===== config.mk =====
export PLATFORM = sky130hd
export DESIGN_NAME = div_arbiter
export DESIGN_NICKNAME = d
export VERILOG_FILES = /design/src/rtl/div_arbiter.sv
export SDC_FILE = /design/constraint.sdc
export NUM_CORES = 1
export LEC_CHECK = 0
export ABC_CLOCK_PERIOD_IN_PS = 2600
export BUFFER_PORTS_ARGS = -buffer_cell sky130_fd_sc_hd__buf_2
export CAP_MARGIN = 20
export CORE_ASPECT_RATIO = 1.75
export CORE_MARGIN = 2
export CORE_UTILIZATION = 44
export CTS_BUF_LIST = sky130_fd_sc_hd__clkbuf_4
export CTS_CLUSTER_SIZE = 40
export DETAILED_ROUTE_END_ITERATION = 10
export PLACE_DENSITY = 0.82
export SYNTH_ARGS = -nofsm -noshare
export SYNTH_HDL_FRONTEND = slang
export SYNTH_SLANG_ARGS = --single-unit

===== constraint.sdc =====
create_clock -name clk -period 2.6 [get_ports clk]
set_clock_uncertainty 0.15 [all_clocks]
set_input_delay 0.52 -clock clk [delete_from_list [all_inputs] [get_ports clk]]
set_output_delay 0.52 -clock clk [all_outputs]
set_load 0.01 [all_outputs]

===== src/rtl/div_arbiter.sv =====
// Round-robin arbiter sharing one iterative divider among N_REQ requesters.
// Optional macro DIV_ARB_TIMEOUT_EN: abort WAIT after TIMEOUT cycles with rsp_err=1.
module div_arbiter #(
  parameter int N_REQ   = 4,
  parameter int L_DIVN  = 16,
  parameter int L_DIVR  = 16,
  parameter int TIMEOUT = 64
) (
  input  logic                      clk,
  input  logic                      rst,
  input  logic [N_REQ-1:0]          req_vld,
  output logic [N_REQ-1:0]          req_rdy,
  input  logic [N_REQ*L_DIVN-1:0]   req_dividend,
  input  logic [N_REQ*L_DIVR-1:0]   req_divisor,
  output logic [N_REQ-1:0]          rsp_vld,
  input  logic [N_REQ-1:0]          rsp_rdy,
  output logic [L_DIVN-1:0]         rsp_quotient,
  output logic [L_DIVR-1:0]         rsp_remainder,
  output logic                      rsp_err,
  output logic                      div_start,
  output logic [L_DIVN-1:0]         div_dividend,
  output logic [L_DIVR-1:0]         div_divisor,
  input  logic                      div_ready,
  input  logic                      div_error,
  input  logic                      div_quotient_vld,
  input  logic [L_DIVN-1:0]         div_quotient,
  input  logic [L_DIVR-1:0]         div_remainder,
  output logic                      busy,
  output logic [$clog2(N_REQ)-1:0]  grant_id,
  output logic                      timeout_flag
);

  localparam int IDW = $clog2(N_REQ);
  localparam int CIW = IDW + 1;
  localparam logic [N_REQ-1:0] ONE_HOT0 = N_REQ'(1);

  if (N_REQ < 2 || N_REQ > 8 || TIMEOUT < 1) begin : g_param_check
    $error("div_arbiter: parameter out of range");
  end

  typedef enum logic [1:0] {S_IDLE, S_ISSUE, S_WAIT, S_RESP} state_t;

  state_t             state_q;
  logic [IDW-1:0]     rr_ptr_q;
  logic [IDW-1:0]     grant_id_q;
  logic               div_start_q;
  logic [L_DIVN-1:0]  div_dividend_q;
  logic [L_DIVR-1:0]  div_divisor_q;
  logic [N_REQ-1:0]   rsp_vld_q;
  logic [L_DIVN-1:0]  rsp_quot_q;
  logic [L_DIVR-1:0]  rsp_rem_q;
  logic               rsp_err_q;

  logic               gnt_found;
  logic [IDW-1:0]     gnt_idx;
  logic [CIW-1:0]     cand;
  logic               grant;
  logic [IDW-1:0]     rr_ptr_d;

  // Rotating priority search starting at rr_ptr, wrapping modulo N_REQ.
  always_comb begin
    gnt_found = 1'b0;
    gnt_idx   = '0;
    cand      = '0;
    for (int k = 0; k < N_REQ; k++) begin
      cand = {1'b0, rr_ptr_q} + CIW'(k);
      if (cand >= CIW'(N_REQ)) cand = cand - CIW'(N_REQ);
      if (!gnt_found && req_vld[cand[IDW-1:0]]) begin
        gnt_found = 1'b1;
        gnt_idx   = cand[IDW-1:0];
      end
    end
  end

  assign grant    = (state_q == S_IDLE) && div_ready && gnt_found;
  assign rr_ptr_d = (grant_id_q == IDW'(N_REQ - 1)) ? '0 : grant_id_q + 1'b1;

  always_comb begin
    req_rdy = '0;
    if (grant) req_rdy[gnt_idx] = 1'b1;
  end

`ifdef DIV_ARB_TIMEOUT_EN
  localparam int CW = $clog2(TIMEOUT + 1);
  logic [CW-1:0] cnt_q;
  logic          timeout_q;
`endif

  always_ff @(posedge clk) begin
    if (rst) begin
      state_q        <= S_IDLE;
      rr_ptr_q       <= '0;
      grant_id_q     <= '0;
      div_start_q    <= 1'b0;
      div_dividend_q <= '0;
      div_divisor_q  <= '0;
      rsp_vld_q      <= '0;
      rsp_quot_q     <= '0;
      rsp_rem_q      <= '0;
      rsp_err_q      <= 1'b0;
`ifdef DIV_ARB_TIMEOUT_EN
      cnt_q          <= '0;
      timeout_q      <= 1'b0;
`endif
    end else begin
      case (state_q)
        S_IDLE: begin
          if (grant) begin
            div_dividend_q <= req_dividend[gnt_idx*L_DIVN +: L_DIVN];
            div_divisor_q  <= req_divisor[gnt_idx*L_DIVR +: L_DIVR];
            grant_id_q     <= gnt_idx;
            div_start_q    <= 1'b1;
            state_q        <= S_ISSUE;
          end
        end
        S_ISSUE: begin
          div_start_q <= 1'b0;
          state_q     <= S_WAIT;
`ifdef DIV_ARB_TIMEOUT_EN
          cnt_q       <= '0;
`endif
        end
        S_WAIT: begin
          if (div_quotient_vld) begin
            rsp_quot_q <= div_quotient;
            rsp_rem_q  <= div_remainder;
            rsp_err_q  <= div_error;
            rsp_vld_q  <= ONE_HOT0 << grant_id_q;
            state_q    <= S_RESP;
          end
`ifdef DIV_ARB_TIMEOUT_EN
          else if (cnt_q == CW'(TIMEOUT - 1)) begin
            rsp_quot_q <= '0;
            rsp_rem_q  <= '0;
            rsp_err_q  <= 1'b1;
            rsp_vld_q  <= ONE_HOT0 << grant_id_q;
            timeout_q  <= 1'b1;
            state_q    <= S_RESP;
          end else begin
            cnt_q <= cnt_q + 1'b1;
          end
`endif
        end
        S_RESP: begin
          if (rsp_rdy[grant_id_q]) begin
            rsp_vld_q <= '0;
            rr_ptr_q  <= rr_ptr_d;
            state_q   <= S_IDLE;
          end
        end
        default: state_q <= S_IDLE;
      endcase
    end
  end

  assign rsp_vld       = rsp_vld_q;
  assign rsp_quotient  = rsp_quot_q;
  assign rsp_remainder = rsp_rem_q;
  assign rsp_err       = rsp_err_q;
  assign div_start     = div_start_q;
  assign div_dividend  = div_dividend_q;
  assign div_divisor   = div_divisor_q;
  assign busy          = (state_q != S_IDLE);
  assign grant_id      = grant_id_q;
`ifdef DIV_ARB_TIMEOUT_EN
  assign timeout_flag  = timeout_q;
`else
  assign timeout_flag  = 1'b0;
`endif

endmodule

# ---- After elaboration in Yosys (flattened, before gate mapping)
# Index checks and enable logic that the tools add are counted.
dict set report totals {
  regBits 76
  latch_bits 0
  mem_bits_rw 0
  mem_bits_ro 0
  memories 0
}
dict set report classes {
  add_sub_neg 8
  multipliers 0
  div_mod_pow 0
  order_cmp 11
  eq_ne 7
  n_shift 3
  muxes 35
  n_bitwise 0
  n_reduce_logical 19
}
# op n
set op_table {}
lappend op_table {{variable part select 64 x 7 -> 16 bit} 2}
lappend op_table {{2-to-1 mux 2 bit} 12}
lappend op_table {{< comparator 2 x 3 -> 1 bit, second input constant} 6}
lappend op_table {{2-to-1 mux 4 bit} 3}
lappend op_table {{2-to-1 mux 1 bit} 11}
lappend op_table {{binary-select mux 1 bit (select 2 bit)} 5}
lappend op_table {{>= comparator 3 bit, second input constant} 3}
lappend op_table {{one-hot mux 2 bit (4 select lines)} 1}
lappend op_table {{one-hot mux 4 bit (2 select lines)} 1}
lappend op_table {{AND reduction 2 bit} 4}
lappend op_table {{subtractor 2 x 1 -> 2 bit, second input constant} 4}
lappend op_table {{adder 2 x 2 -> 3 bit, second input constant} 2}
lappend op_table {{equality test 2 bit, second input constant} 3}
lappend op_table {{logical AND 1 bit} 6}
lappend op_table {{!= test 2 bit, second input constant} 3}
lappend op_table {{AND reduction 3 bit} 2}
lappend op_table {{nonzero test 2 bit} 3}
lappend op_table {{<< shifter 1 x 2 -> 4 bit, first input constant} 1}
lappend op_table {{adder 2 x 1 -> 3 bit, second input constant} 1}
lappend op_table {{>= comparator 2 x 3 -> 1 bit, second input constant} 1}
lappend op_table {{zero test 1 bit} 3}
lappend op_table {{adder 2 x 1 -> 2 bit, second input constant} 1}
lappend op_table {{demux 1 bit (select 2 bit)} 1}
lappend op_table {{equality test 2 x 1 -> 1 bit, second input constant} 1}
lappend op_table {{other kinds (3)} 3}

# ---- Depth between registers and ports, before layout
# Gate-level depths: netlist of run 1.
dict set report depth {
  ltp_word 19
  mapped_depth 9
  ltp_nobuf 7
}

# ---- Worst setup path after synthesis of run 1
# Ideal clock, no wire load.
dict set report synth_path {
  path_kind {input -> output}
  start {input port req_vld[0]}
  end {output port req_rdy[1]}
  arrival_time_ns 1.851
  required_ns 1.930
  path_slack_ns 0.079
  cell_stages 6
  n_path_buf 1
  path_cell_list {buf_6 > nor2b_4 > o21a_1 > a211oi_1 > nand2_2 > nor2_1}
}
dict set report synth_via {
  elab_chain_cells 17
  word_cells_on_any_way 29
  classes_between {order compare: 2; mux: 19; reduce/logical: 8}
}
# item line_no
set synth_rtl {}
lappend synth_rtl {{start: declaration} 11} ;# input logic [N_REQ-1:0] req_vld,
lappend synth_rtl {{binary-select mux 1 bit (select 2 bit)} 68} ;# if (!gnt_found && req_vld[cand[IDW-1:0]]) begin
lappend synth_rtl {{2-to-1 mux 1 bit (implied by the code)} 68}
lappend synth_rtl {{2-to-1 mux 1 bit} 68}
lappend synth_rtl {{zero test 1 bit} 68}
lappend synth_rtl {{logical AND 1 bit} 68}
lappend synth_rtl {{2-to-1 mux 1 bit} 68}
lappend synth_rtl {{zero test 1 bit} 68}
lappend synth_rtl {{logical AND 1 bit} 68}
lappend synth_rtl {{2-to-1 mux 1 bit} 68}
lappend synth_rtl {{zero test 1 bit} 68}
lappend synth_rtl {{logical AND 1 bit} 68}
lappend synth_rtl {{2-to-1 mux 2 bit} 68}
lappend synth_rtl {{< comparator 2 x 3 -> 1 bit (implied by the code) or >= comparator 2 x 1 -> 1 bit (tied branches)} 80} ;# if (grant) req_rdy[gnt_idx] = 1'b1;
lappend synth_rtl {{logical AND 1 bit (implied by the code)} 80}
lappend synth_rtl {{2-to-1 mux 1 bit (implied by the code)} 80}
lappend synth_rtl {{demux 1 bit (select 2 bit)} 80}
lappend synth_rtl {{2-to-1 mux 4 bit *} 80}
lappend synth_rtl {{end: declaration} 12} ;# output logic [N_REQ-1:0] req_rdy,
# Mark *: on every way between the ends. The rest lies on a longest branch, timed or not. The select of a mux whose other input is x is not followed.

# ---- Final worst setup path of run 1
dict set report layout_path {
  start {register rr_ptr_q[0]}
  end {output port req_rdy[0]}
}
dict set report layout_via {
  elab_chain_cells 19
  word_cells_on_any_way 44
  classes_between {add/sub: 7; order compare: 6; mux: 23; reduce/logical: 8}
}
# item line_no
set layout_rtl {}
lappend layout_rtl {{start: declaration} 44} ;# logic [IDW-1:0] rr_ptr_q;
lappend layout_rtl {{start signal: assignment} 147} ;# rr_ptr_q <= rr_ptr_d;
lappend layout_rtl {{branches (longest 18 deep; another with adder 2 x 1 -> 3 bit)} -}
lappend layout_rtl {{2-to-1 mux 4 bit *} 80}
# Every way passes the cells marked *. The select of a mux whose other input is x is not followed.

==> qor.txt, run 1 <==
Hold/Removal Path Class: input port to flip-flop
H-tree levels: 3
Clk sink count: 76
Grt ovf: 0
Post-synth net total: 686
Delay-heaviest family, CP: simple AND/OR/NAND/NOR gates
Total Nets Final: 921
Mapped Cells: 504
Die Span Y: 129.9 um
# port buffers: 249
Die ar.: 0.009870 mm2
CTS tree: done
Worst EP arrival: 1810 ps
Fmax: 0.4033 GHz
Ys async rst share: 0%
Total GRT Usage: 27.66%
Synth unique cells: 43
Fillers: 788
Syn Area/Cell: 7.912 um2
Worst Setup End Kind: output port
Adder-cell area share of the yosys netlist: 2.824%
WL met3: 1.205 mm
Critical path launch point type: flip-flop
Hold Vio Cnt, Final: 0
Met2 routed wirelength: 7.376 mm
Post-Syn Area: 0.003988 mm2
WL per Instance: 16.67 um
CP peak stage delay: 400 ps
Row cnt: 46
Share of layout cells above drive strength 1: 41.13%
Post-synthesis xor/xnor area fraction: 0%
Slew HR: 52.46%
First-pass GRT wire length: 21.80 mm
Vias post-DR: 4744
Worst-case clock buffer depth: 2
Mux contribution to synthesized area: 2.824%
Number of enable flip-flop cells after synthesis: 0
Highest-count cells in the layout ignoring fill and taps: buf_2, nand2_1, dfxtp_1
Highest Signal Layer: met4
CP Cell Sequence: nand2b_1, a31oi_1, o22ai_4, and2_1, buf_2
Post-CTS Hold Buffers: 0
1st-iter DRT viols: 247
Largest net degree at the start of global routing: 61
Setup tns final: 0 ps
Post-layout minimum cycle time: 2479 ps
Initial antenna violation count: 2
CP max FO: 8
Number of global-route vias before repair: 4465
Post-Synth Simple-Gate Area: 17.67%
DIE WIDTH: 75.96 um
Status: finished clean
Max-slew violations: 0
Leakage: 0.002607 uW
Largest family of logic cells by synthesized area: compound AO/OA/AOI/OAI gates
Commonest non-fill, non-tap cell in the layout: buf_2
Maximum vdd drop: 0.5690 mV
Total wire length: 14.42 mm
Area delta synth->final: 38.63%
DRC: 0
Core Area: 0.008921 mm2
CTS clock-pin slew for the worst setup and hold paths: 140 ps
Clk Tree Root Cell: clkbuf_4
Setup violations, final: 0
Seq/Total Area, Yosys: 38.16%
Pre-antenna DRT Iters: 5
GP Congestion: 0.8214
RSZ-0062 raised after global routing: no
Pwr Density: 674.1 mW/mm2
Compound-Gate Fraction of Synth Area: 31.60%
Worst slew pin tran: 710.5 ps
DRT met1 WL: 5.487 mm
Final Cycle Share: 95.36%
Finished Core Util: 61.96%
Max Cap Viol: 0
Post-DRT Antenna Nets: 0
WP buf/inv: 1
Initial core utilization: 44.70%
Slowest stage cell, crit path: dfxtp_4
Worst EP required: 1930 ps
Main synth FF type: dfxtp_1
Vias per inst: 5.484
Yosys reg bits: 76
Synthesis Warnings: 0
Total CTS buffers: 9
Post-DP HPWL: 10.90 mm
Ports: 251
Crit path kind: flip-flop to output port
Skew-Pair Late Insertion Delay: 430 ps
[worst paths after layout]
path                                 start                       endpoint  slack [ps]  cells past startpoint
max               rr_ptr_q[0]$_SDFFE_PP0P_                     req_rdy[0]         120                      5
min                       div_remainder[2]  rsp_remainder[2]$_SDFFE_PP0P_         150                      3
max reg2reg       rr_ptr_q[1]$_SDFFE_PP0P_   div_dividend[7]$_SDFFE_PP0P_         340                      7
min reg2reg  rsp_remainder[5]$_SDFFE_PP0P_  rsp_remainder[5]$_SDFFE_PP0P_         310                      2
[registers in the layout (all words and copies together) (netlist names)]
name	cells
div_dividend	16
div_divisor	16
grant_id	2
state_q	2
div_start	1
rr_ptr_q	2
rsp_remainder	16
rsp_err	1
rsp_vld	4
rsp_quotient	16
[worst register-to-register path, cell delays in order, from the launching register on]
cell,delay (ps)
dfxtp_4,390
buf_4,120
and2b_1,140
o21ai_0,110
nor2_1,570
buf_4,340
a221oi_1,120
a211oi_1,230
[cells by family (layout without fill, tap and decap cells)]
logic type / count (synthesis) / in the layout
and+or+nand+nor: 161 / 161
muxes: 10 / 10
AOI/OAI and AO/OA: 190 / 190
buffers and inverters: 57 / 297
adders and majority gates: 9 / 9
other: 1 / 2
DFF: 76 / 76
[area by class of cell]
type | instances | area, um2 | share of cell area, %
multi-input cells | 371 | 2235 | 40.43
flip-flops and latches | 76 | 1529 | 27.66
repair buffers | 270 | 1404 | 25.40
well taps | 120 | 150.1 | 2.716
clock inverters | 7 | 98.84 | 1.788
clock buffers | 9 | 67.56 | 1.222
inverters | 11 | 41.29 | 0.7469
diodes | 1 | 2.502 | 0.04527
[layer usage]
metal / vias to the layer above / track usage [%]
li1: 2285 / -
met5: - / 0
met4: 0 / 9.519
met3: 24 / 8.160
met1: 2186 / 30.20
met2: 249 / 51.21
[report_power, final]
group	total (uW)	switching, uW	internal, uW
sequential	1470	108	1360
combinational	1420	844	578
clock	839	445	395
total	3730	1400	2330
[synthesized netlist by cell type, types with 2 or more instances]
library cell / instances / area [um2]
nand4_1: 4 / 25.02
nand3_1: 35 / 175.2
o221ai_1: 4 / 35.03
o221a_2: 2 / 22.52
a211oi_2: 3 / 37.54
buf_2: 16 / 80.08
clkbuf_1: 22 / 82.58
a221oi_1: 27 / 236.5
nand2_1: 82 / 307.8
buf_4: 4 / 30.03
ha_1: 9 / 112.6
dfxtp_1: 76 / 1521
o21ai_0: 43 / 215.2
buf_6: 3 / 33.78
nor3_1: 2 / 10.01
nor2b_1: 2 / 12.51
a211o_1: 2 / 17.52
a211oi_1: 17 / 127.6
a21o_1: 28 / 210.2
inv_1: 10 / 37.54
a21oi_1: 56 / 280.3
mux2i_1: 9 / 90.09
nor2_1: 27 / 101.4
and2_1: 2 / 12.51
[through the flow]
stage | total power, uW | hold slack, ps | std cells | area, um2 | worst slack (ps)
floorplan | 2323 | 326.1 | 504 | 3988 | 79.31
global placement | 2844 | 289.0 | 843 | 5296 | 105.5
detailed placement | 2894 | 294.1 | 843 | 5296 | 98.50
CTS | 3746 | 121.7 | 860 | 5488 | 50.72
global route | 3971 | 122.5 | 865 | 5528 | 23.53
finish | 3726 | 148.5 | 865 | 5528 | 120.6
[timing repair]
item	CTS	global route
cloned	0	0
setup endpoints to repair	3	4
pin swaps	1	0
setup buffers	1	4
resized for setup	5	3
Power figures use the tool's default switching activity.
==> inputs of run 2 (changes only) <==
- CELL_PAD_IN_SITES_DETAIL_PLACEMENT: not set -> 0
- CELL_PAD_IN_SITES_GLOBAL_PLACEMENT: not set -> 2
- CORE_UTILIZATION: 44 -> 23
- PLACE_DENSITY: 0.82 -> not set
- PLACE_DENSITY_LB_ADDON: not set -> 0.1
- REMOVE_ABC_BUFFERS: not set -> 1
==> qor.txt, run 2 (synthesis gave the netlist of run 1 again) <==
Status: finished clean
Placed instance area: 0.005483 mm2
1st-iter DRT viols: 194
Worst EP required: 1930 ps
Pre-antenna DRT Iters: 4
Slowest stage cell, crit path: dfxtp_2
Total GRT Usage: 17.86%
Setup repair bufs after CTS: 0
DIE WIDTH: 103.5 um
CTS clock-pin slew for the worst setup and hold paths: 140 ps
Initial antenna violation count: 2
Grt ovf: 0
DRC: 0
CP peak stage delay: 360 ps
WP buf/inv: 3
Max Cap Viol: 0
CP max FO: 4
Post-layout minimum cycle time: 2494 ps
Largest net degree at the start of global routing: 61
Final Cycle Share: 95.91%
Die Span Y: 178.2 um
Core Area: 0.01695 mm2
Die ar.: 0.01845 mm2
Total CTS buffers: 9
Max-slew violations: 0
Hold/Removal Path Class: input port to flip-flop
First-pass GRT wire length: 25.43 mm
Fmax: 0.4010 GHz
Share of layout cells above drive strength 1: 41.32%
Hold Vio Cnt, Final: 0
Crit path kind: flip-flop to output port
Setup violations, final: 0
Highest-count cells in the layout ignoring fill and taps: buf_2, nand2_1, dfxtp_1
Post-DP HPWL: 12.58 mm
FF/Latch Area: 0.001526 mm2
RSZ-0062 raised after global routing: no
Cell mode on critical path: inv_1
Clk sink count: 76
Worst-case clock buffer depth: 2
Total wire length: 17.18 mm
Worst EP arrival: 1820 ps
Skew-Pair Late Insertion Delay: 440 ps
H-tree levels: 3
Worst slew pin tran: 734.7 ps
Leakage: 0.002626 uW
CTS tree: done
GP Congestion: 0.8215
Final worst slack: 106.2 ps
WHS: 137.9 ps
Ports: 251
Number of global-route vias before repair: 4554
Maximum vdd drop: 0.2759 mV
Worst Setup End Kind: output port
Post-CTS Hold Buffers: 0
Post-route cell area: 0.005708 mm2
Finished Core Util: 33.68%
Initial core utilization: 23.53%
Area delta synth->final: 43.14%
WL per Instance: 17.67 um
Post-DRT Antenna Nets: 0
Delay-heaviest family, CP: simple AND/OR/NAND/NOR gates
Total Nets Final: 921
Critical path launch point type: flip-flop
Row cnt: 63
# port buffers: 249
Pwr Density: 696.4 mW/mm2
Clk Tree Root Cell: clkbuf_4
Commonest non-fill, non-tap cell in the layout: buf_2
Vias per inst: 4.825
Multi-input combinational cell area: 0.002230 mm2
Slew HR: 51.02%
Fillers: 1880
Setup WS pre-CTS: 171.5 ps
Vias post-DR: 4690
CP Cell Sequence: inv_1, ha_1, inv_1, or2_1, nor3_1, buf_2
-- run 2: changes by cell type in the layout (fill, tap and decap cells not counted), sizes merged --
cell | previous run | this run
bufinv | 2 | 4
clkinv | 5 | 3
diode | 1 | 2
inv | 11 | 10
-- run 2: layout make-up --
| type | count | area share, % |
|---|---|---|
| Multi-Input combinational cell | 371 | 39.06 |
| Sequential cell | 76 | 26.74 |
| Timing Repair Buffer | 270 | 24.81 |
| Tap cell | 227 | 4.976 |
| Clock inverter | 6 | 2.411 |
| Clock buffer | 9 | 1.184 |
| Inverter | 11 | 0.7234 |
| Antenna cell | 2 | 0.08768 |
-- run 2: what timing repair did --
action,in CTS,in global routing
pin swaps,0,0
endpoints found under the hold margin,0,0
gates resized for setup,3,3
endpoints found under the setup margin,2,2
-- run 2: where the power goes --
group | leakage (uW) | switching [uW] | internal, uW
sequential | 0.000622 | 99.0 | 1360
clock | 0.000106 | 484 | 582
combinational | 0.00190 | 874 | 577
total | 0.00263 | 1460 | 2520
-- run 2: stage by stage --
| stage | cells | TNS, ps | total power, uW |
|---|---|---|---|
| 5_1_grt | 972 | 0 | 4241 |
| 4_1_cts | 970 | 0 | 4062 |
| 3_3_place_gp | 955 | 0 | 2936 |
| 6_report | 972 | 0 | 3975 |
| 2_1_floorplan | 458 | -11500 | 2245 |
| 3_5_place_dp | 955 | 0 | 2962 |
-- run 2: worst paths after layout --
path / startpoint / endpoint / slack [ps] / cells past startpoint
worst max register to register: state_q[1]$_SDFFE_PP0P_ / div_divisor[0]$_SDFFE_PP0P_ / 550 / 7
worst max-delay path: state_q[1]$_SDFFE_PP0P_ / req_rdy[2] / 110 / 6
worst min register to register: rsp_vld[0]$_SDFFE_PP0P_ / rsp_vld[0]$_SDFFE_PP0P_ / 310 / 2
worst min-delay path: div_quotient[13] / rsp_quotient[13]$_SDFFE_PP0P_ / 140 / 3
-- run 2: worst min-delay path, delay by kind of cell --
family          cells  cell delay (ps)
buf+inv             1               90
simple gates        1               40
compound gates      1               50
-- run 2: layer usage --
| metal | up-vias | global-route usage [%] | routed length [um] |
|---|---|---|---|
| met1 | 2216 | 19.67 | 6826 |
| met3 | 21 | 4.457 | 1003 |
| met2 | 173 | 33.80 | 9058 |
| met5 | - | 0 | 0 |
| li1 | 2280 | - | - |
| met4 | 0 | 5.124 | 291 |
